## config.mk

```make
export PLATFORM = sky130hd
export DESIGN_NAME = uart_tx_arbiter
export DESIGN_NICKNAME = d
export VERILOG_FILES = /design/src/rtl/uart_pkg.sv /design/src/rtl/uart_rr_pick.sv /design/src/rtl/uart_tx_arbiter.sv
export SDC_FILE = /design/constraint.sdc
export NUM_CORES = 1
export LEC_CHECK = 0
export ABC_AREA = 1
export BUFFER_PORTS_ARGS = -buffer_cell sky130_fd_sc_hd__buf_2
export CAP_MARGIN = 20
export CELL_PAD_IN_SITES_DETAIL_PLACEMENT = 0
export CELL_PAD_IN_SITES_GLOBAL_PLACEMENT = 1
export CORE_UTILIZATION = 33
export DETAILED_ROUTE_END_ITERATION = 16
export PLACE_DENSITY = 0.84
export SLEW_MARGIN = 20
export SYNTH_ARGS = -nofsm -noshare
export SYNTH_HDL_FRONTEND = slang
export SYNTH_HIERARCHICAL = 1
export SYNTH_SLANG_ARGS = --single-unit
export TNS_END_PERCENT = 50
```

## constraint.sdc

```tcl
create_clock -name clk -period 2.6 [get_ports clk]
set_clock_uncertainty 0.05 [all_clocks]
set_input_delay 0.26 -clock clk [delete_from_list [all_inputs] [get_ports clk]]
set_output_delay 0.26 -clock clk [all_outputs]
set_load 0.05 [all_outputs]
```

## src/rtl/uart_pkg.sv

```systemverilog
// Shared types and defaults for the round-robin uart_tx arbiter slice.
package uart_pkg;

  localparam int DEF_DATAWIDTH    = 8;
  localparam int DEF_NUM_REQ      = 4;
  localparam int DEF_BUSY_TIMEOUT = 4;

  typedef enum logic [1:0] {
    ST_IDLE,
    ST_ISSUE,
    ST_WAIT_BUSY,
    ST_WAIT_DONE
  } arb_state_t;

endpackage

```

## src/rtl/uart_rr_pick.sv

```systemverilog
// Combinational rotate-priority picker: first requester after ptr_i, optionally
// restricted to a single locked index.
module uart_rr_pick
  import uart_pkg::*;
#(
  parameter int NUM_REQ = DEF_NUM_REQ,
  localparam int IDXW = $clog2(NUM_REQ)
) (
  input  logic [NUM_REQ-1:0] req_i,
  input  logic [IDXW-1:0]    ptr_i,
  input  logic               lock_en_i,
  input  logic [IDXW-1:0]    lock_idx_i,
  output logic [IDXW-1:0]    idx_o,
  output logic               found_o
);

  int              cand;
  logic [IDXW-1:0] cand_idx;

  // Scan starts one past the pointer so the previous winner has lowest priority.
  always_comb begin
    idx_o    = '0;
    found_o  = 1'b0;
    cand     = 0;
    cand_idx = '0;
    for (int k = 1; k <= NUM_REQ; k++) begin
      cand     = (int'(ptr_i) + k) % NUM_REQ;
      cand_idx = IDXW'(cand);
      if (!found_o && req_i[cand_idx] && (!lock_en_i || (lock_idx_i == cand_idx))) begin
        found_o = 1'b1;
        idx_o   = cand_idx;
      end
    end
  end

endmodule

```

## src/rtl/uart_tx_arbiter.sv

```systemverilog
// Round-robin scheduler sharing one uart_tx serializer among NUM_REQ byte
// producers, with optional packet lock and a busy-timeout recovery path.
module uart_tx_arbiter
  import uart_pkg::*;
#(
  parameter int DATAWIDTH    = DEF_DATAWIDTH,
  parameter int NUM_REQ      = DEF_NUM_REQ,
  parameter int BUSY_TIMEOUT = DEF_BUSY_TIMEOUT,
  localparam int IDXW = $clog2(NUM_REQ),
  localparam int CNTW = $clog2(BUSY_TIMEOUT + 1)
) (
  input  logic                         clk,
  input  logic                         rst_i,
  input  logic [NUM_REQ-1:0]           req_valid_i,
  input  logic [NUM_REQ*DATAWIDTH-1:0] req_data_i,
  input  logic [NUM_REQ-1:0]           req_last_i,
  output logic [NUM_REQ-1:0]           req_ready_o,
  output logic                         tx_start_o,
  output logic [DATAWIDTH-1:0]         tx_data_o,
  input  logic                         tx_done_i,
  output logic [IDXW-1:0]              grant_o,
  output logic                         busy_o,
  output logic                         err_o
);

  arb_state_t           state_q, state_d;
  logic                 lock_en_q, lock_en_d;
  logic [IDXW-1:0]      lock_idx_q, lock_idx_d;
  logic [IDXW-1:0]      ptr_q, ptr_d;
  logic [CNTW-1:0]      cnt_q, cnt_d;
  logic [DATAWIDTH-1:0] data_q, data_d;
  logic [IDXW-1:0]      grant_q, grant_d;

  logic [NUM_REQ-1:0]   ready_c;
  logic                 start_c;
  logic                 err_c;
  logic [IDXW-1:0]      win_idx;
  logic                 win_found;
  logic [DATAWIDTH-1:0] win_data;

  uart_rr_pick #(
    .NUM_REQ(NUM_REQ)
  ) u_pick (
    .req_i     (req_valid_i),
    .ptr_i     (ptr_q),
    .lock_en_i (lock_en_q),
    .lock_idx_i(lock_idx_q),
    .idx_o     (win_idx),
    .found_o   (win_found)
  );

  assign win_data = req_data_i[int'(win_idx)*DATAWIDTH +: DATAWIDTH];

  always_ff @(posedge clk or posedge rst_i) begin
    if (rst_i) begin
      state_q    <= ST_IDLE;
      lock_en_q  <= 1'b0;
      lock_idx_q <= '0;
      ptr_q      <= IDXW'(NUM_REQ - 1);
      cnt_q      <= '0;
      data_q     <= '0;
      grant_q    <= '0;
    end else begin
      state_q    <= state_d;
      lock_en_q  <= lock_en_d;
      lock_idx_q <= lock_idx_d;
      ptr_q      <= ptr_d;
      cnt_q      <= cnt_d;
      data_q     <= data_d;
      grant_q    <= grant_d;
    end
  end

  // The counter stops at BUSY_TIMEOUT, which is what makes it saturate.
  always_comb begin
    state_d    = state_q;
    lock_en_d  = lock_en_q;
    lock_idx_d = lock_idx_q;
    ptr_d      = ptr_q;
    cnt_d      = cnt_q;
    data_d     = data_q;
    grant_d    = grant_q;
    ready_c    = '0;
    start_c    = 1'b0;
    err_c      = 1'b0;
    case (state_q)
      ST_IDLE: begin
        if (win_found && tx_done_i) begin
          ready_c[win_idx] = 1'b1;
          data_d           = win_data;
          grant_d          = win_idx;
          ptr_d            = win_idx;
          if (req_last_i[win_idx]) begin
            lock_en_d = 1'b0;
          end else begin
            lock_en_d  = 1'b1;
            lock_idx_d = win_idx;
          end
          state_d = ST_ISSUE;
        end
      end
      ST_ISSUE: begin
        start_c = 1'b1;
        cnt_d   = '0;
        state_d = ST_WAIT_BUSY;
      end
      ST_WAIT_BUSY: begin
        if (!tx_done_i) begin
          state_d = ST_WAIT_DONE;
        end else if (cnt_q >= CNTW'(BUSY_TIMEOUT)) begin
          err_c     = 1'b1;
          lock_en_d = 1'b0;
          state_d   = ST_IDLE;
        end else begin
          cnt_d = cnt_q + CNTW'(1);
        end
      end
      ST_WAIT_DONE: begin
        if (tx_done_i) begin
          state_d = ST_IDLE;
        end
      end
      default: state_d = ST_IDLE;
    endcase
  end

  // Accept pulses are Mealy, so hold them off while reset is asserted.
  assign req_ready_o = rst_i ? '0 : ready_c;
  assign tx_start_o  = start_c;
  assign tx_data_o   = data_q;
  assign grant_o     = grant_q;
  assign busy_o      = (state_q != ST_IDLE);
  assign err_o       = err_c;

endmodule

```

==> results.cfg <==
[route]
ant_nets = 0
first_pass_iters = 10
wire_per_inst_um = 12.8
drc = 4
wirelength_um = 4830
viasPerCell = 4.88
num_vias = 1845
drt_iter0_drc = 90

[place]
dp_hpwl_um = 3350
gp_congestion = 0.876
dpl.cell_count = 355
port_buffers = 59

[synthesis]
ys.flop_type = dfrtp_1
yosysTopAreaCellShare = 0.289
yosys_warnings = 6
avgSynthCellArea_um2 = 6.38
async_reset_ff_frac = 1.00
synth_top_family_by_area = simple AND/OR/NAND/NOR gates
netlist_instances = 244
ys_seq_elements = 20
synth_area_um2 = 1560
synth_compound_area_frac = 0.0482
synth_largest_area_cell = dfrtp_1
synth-simple-area-share = 0.512
ys_seq_area_frac = 0.323
synthAdderAreaFrac = 0.00804
synth_xor_area_frac = 0
synth.distinct_cells = 24
muxShareOfSynthArea = 0
syn_nets = 288
synth_common_cells = 101 x nand2_1, 41 x nand3_1, 19 x inv_1
synth_most_common_cell = nand2_1
netlist_top_cells_area = dfrtp_1 29%, nand2_1 24%, nand3_1 13%
synth_edf_count = 0

[cts]
cts_tree = yes
clock_sinks = 20
clock_latency_ns = 0.27
h-tree-depth = 1
path_clk_slew_ns = 0.08
root_buffer = clkbuf_8
cts_buffers = 3
clock_path_buffers = 2

[final_layout]
final_cells = 378
regArea_um2 = 503
antenna_cells = 0
multi_input_comb_area_um2 = 1120
utilization = 0.554
fin_nets = 371
fillers = 416
areaGrowthSynthToFinish_pct = 58.1
drive_above_1_share = 0.457

[timing]
rsz0062_at_grt = true
slew_viol_final = 0
fin_ws_ns = -0.131
min_period_ns = 2.73
fmax_ghz = 0.366
slew_headroom = 0.790
hold_viol = 0
tightest_slew_ns = 0.315
finalSetupViolCount = 4
post-route-period-util = 1.05

[setup_path]
worstPathMaxFanout = 5
cp-end-kind = primary output
cp_slowest_cell = dfstp_2
path_cells = buf_4, buf_6, nand2_1, nand2_1, nand2_2, a21oi_4, nand3_1, nand2_1, inv_1, nand3_4, inv_4, buf_12, nor3_4, buf_6
required_ns = 2.29
cp.arrival_ns = 2.42
crit_top_cell = nand2_1
crit_buf_inv = 6
cpLargestDelayFamily = buffers and inverters
max_stage_delay_ns = 0.62
startpoint_type = flop
crit_type = flop to primary output

[floorplan]
num_io_pins = 60
die_x_um = 70.7
die_h_um = 70.7
coreArea_um2 = 4440
dieArea_um2 = 4990
rows = 24
initial_core_util = 0.350

[global_route]
grt_pass1_wl_um = 7420
track_usage = 0.187
grt_max_degree = 21
grt_pass1_vias = 1709
antenna_found_initial = 0
grt-ovfl-total = 0

[outcome]
outcome = finished with violations
violations = design-rule violations, negative setup slack

[job]
cap_violations = 0

[min_path]
holdCritPathClass = primary input to asynchronous set/reset pin
-- placed cells by master (no fill, tap or decap) --
cell	instances
nand3b_1	1
o211ai_1	2
nor2_2	7
dfstp_2	2
ha_1	1
nand3_4	5
clkbuf_8	3
nand2_1	81
o21ai_2	1
nor3_4	2
buf_6	10
and3_1	1
buf_12	2
a21oi_1	1
buf_2	55
inv_1	18
inv_4	2
nand2_8	2
inv_12	1
nand4_1	11
a21oi_4	3
nor2_1	5
inv_2	3
nand3_2	4
buf_4	21
dfrtp_1	18
nand2_4	7
a21oi_2	2
bufinv_16	1
nand2_2	15
o21ai_0	2
clkinv_4	1
nand3_1	36
-- repair_timing --
action                                  4_1_cts  5_1_grt
endpoints found under the setup margin        4       13
setup buffers                                 7       12
pin swaps                                     5       14
hold buffers                                  0        0
gates resized for setup                      26       49
-- cells by family after synthesis --
logic type / count (synthesis)
AO/OA/AOI/OAI: 11
adder cells (fa/ha/maj): 1
buffers and inverters: 35
flip-flops: 20
AND/OR/NAND/NOR: 177
-- tightest hold or removal path: cells and delay by family --
family | cells | cell delay, ns
buf+inv | 3 | 0.53
-- final timing paths --
check                      cells past startpoint                  endpoint  slack (ns)                      from
min in group clk                               3      cnt_q[2]$_DFFE_PP0P_        0.25                 tx_done_i
min                                            3      cnt_q[1]$_DFFE_PP0P_        0.08                     rst_i
max in group asynchronous                      3      ptr_q[0]$_DFFE_PP1P_        2.14                     rst_i
min reg2reg                                    2  tx_data_o[5]$_DFFE_PP0P_        0.43  tx_data_o[5]$_DFFE_PP0P_
max reg2reg                                   18    grant_o[0]$_DFFE_PP0P_        0.08      ptr_q[1]$_DFFE_PP1P_
max                                           14            req_ready_o[2]       -0.13      ptr_q[1]$_DFFE_PP1P_
-- through the flow --
stage                     cell area [um2]   TNS, ns  setup slack (ns)  hold slack (ns)
final                                2460    -0.434            -0.131           0.0815
after global routing                 2460     -1.03            -0.239            0.115
after CTS                            2160    -0.298            -0.129           0.0730
after detailed placement             1940  -0.00208          -0.00208            0.322
after global placement               1940         0            0.0117            0.314
after floorplan                      1570    -0.236            -0.103            0.181
-- cell type report --
type,instances,area share
sequential,20,0.204
timing repair buffer,88,0.238
tap,52,0.0264
inverter,25,0.0473
clock inverter,1,0.0122
multi-input combinational,189,0.455
clock buffer,3,0.0168
-- sequential cells by signal, indices dropped and copies added, names as in the netlist --
name / count
cnt_q: 3
grant_o: 2
lock_idx_q: 2
ptr_q: 2
state_q: 2
lock_en_q: 1
tx_data_o: 8
-- layer usage --
metal / vias to the layer above / routed length, um / GRT usage
met2: 46 / 2540 / 0.327
li1: 953 / - / -
met1: 837 / 1970 / 0.223
met5: - / 0 / 0
met3: 9 / 232 / 0.0499
met4: 0 / 86 / 0.0667
Power is left out: the tool's default activity adds up to more than one toggle a clock period on the data nets, which glitch-free logic cannot reach.
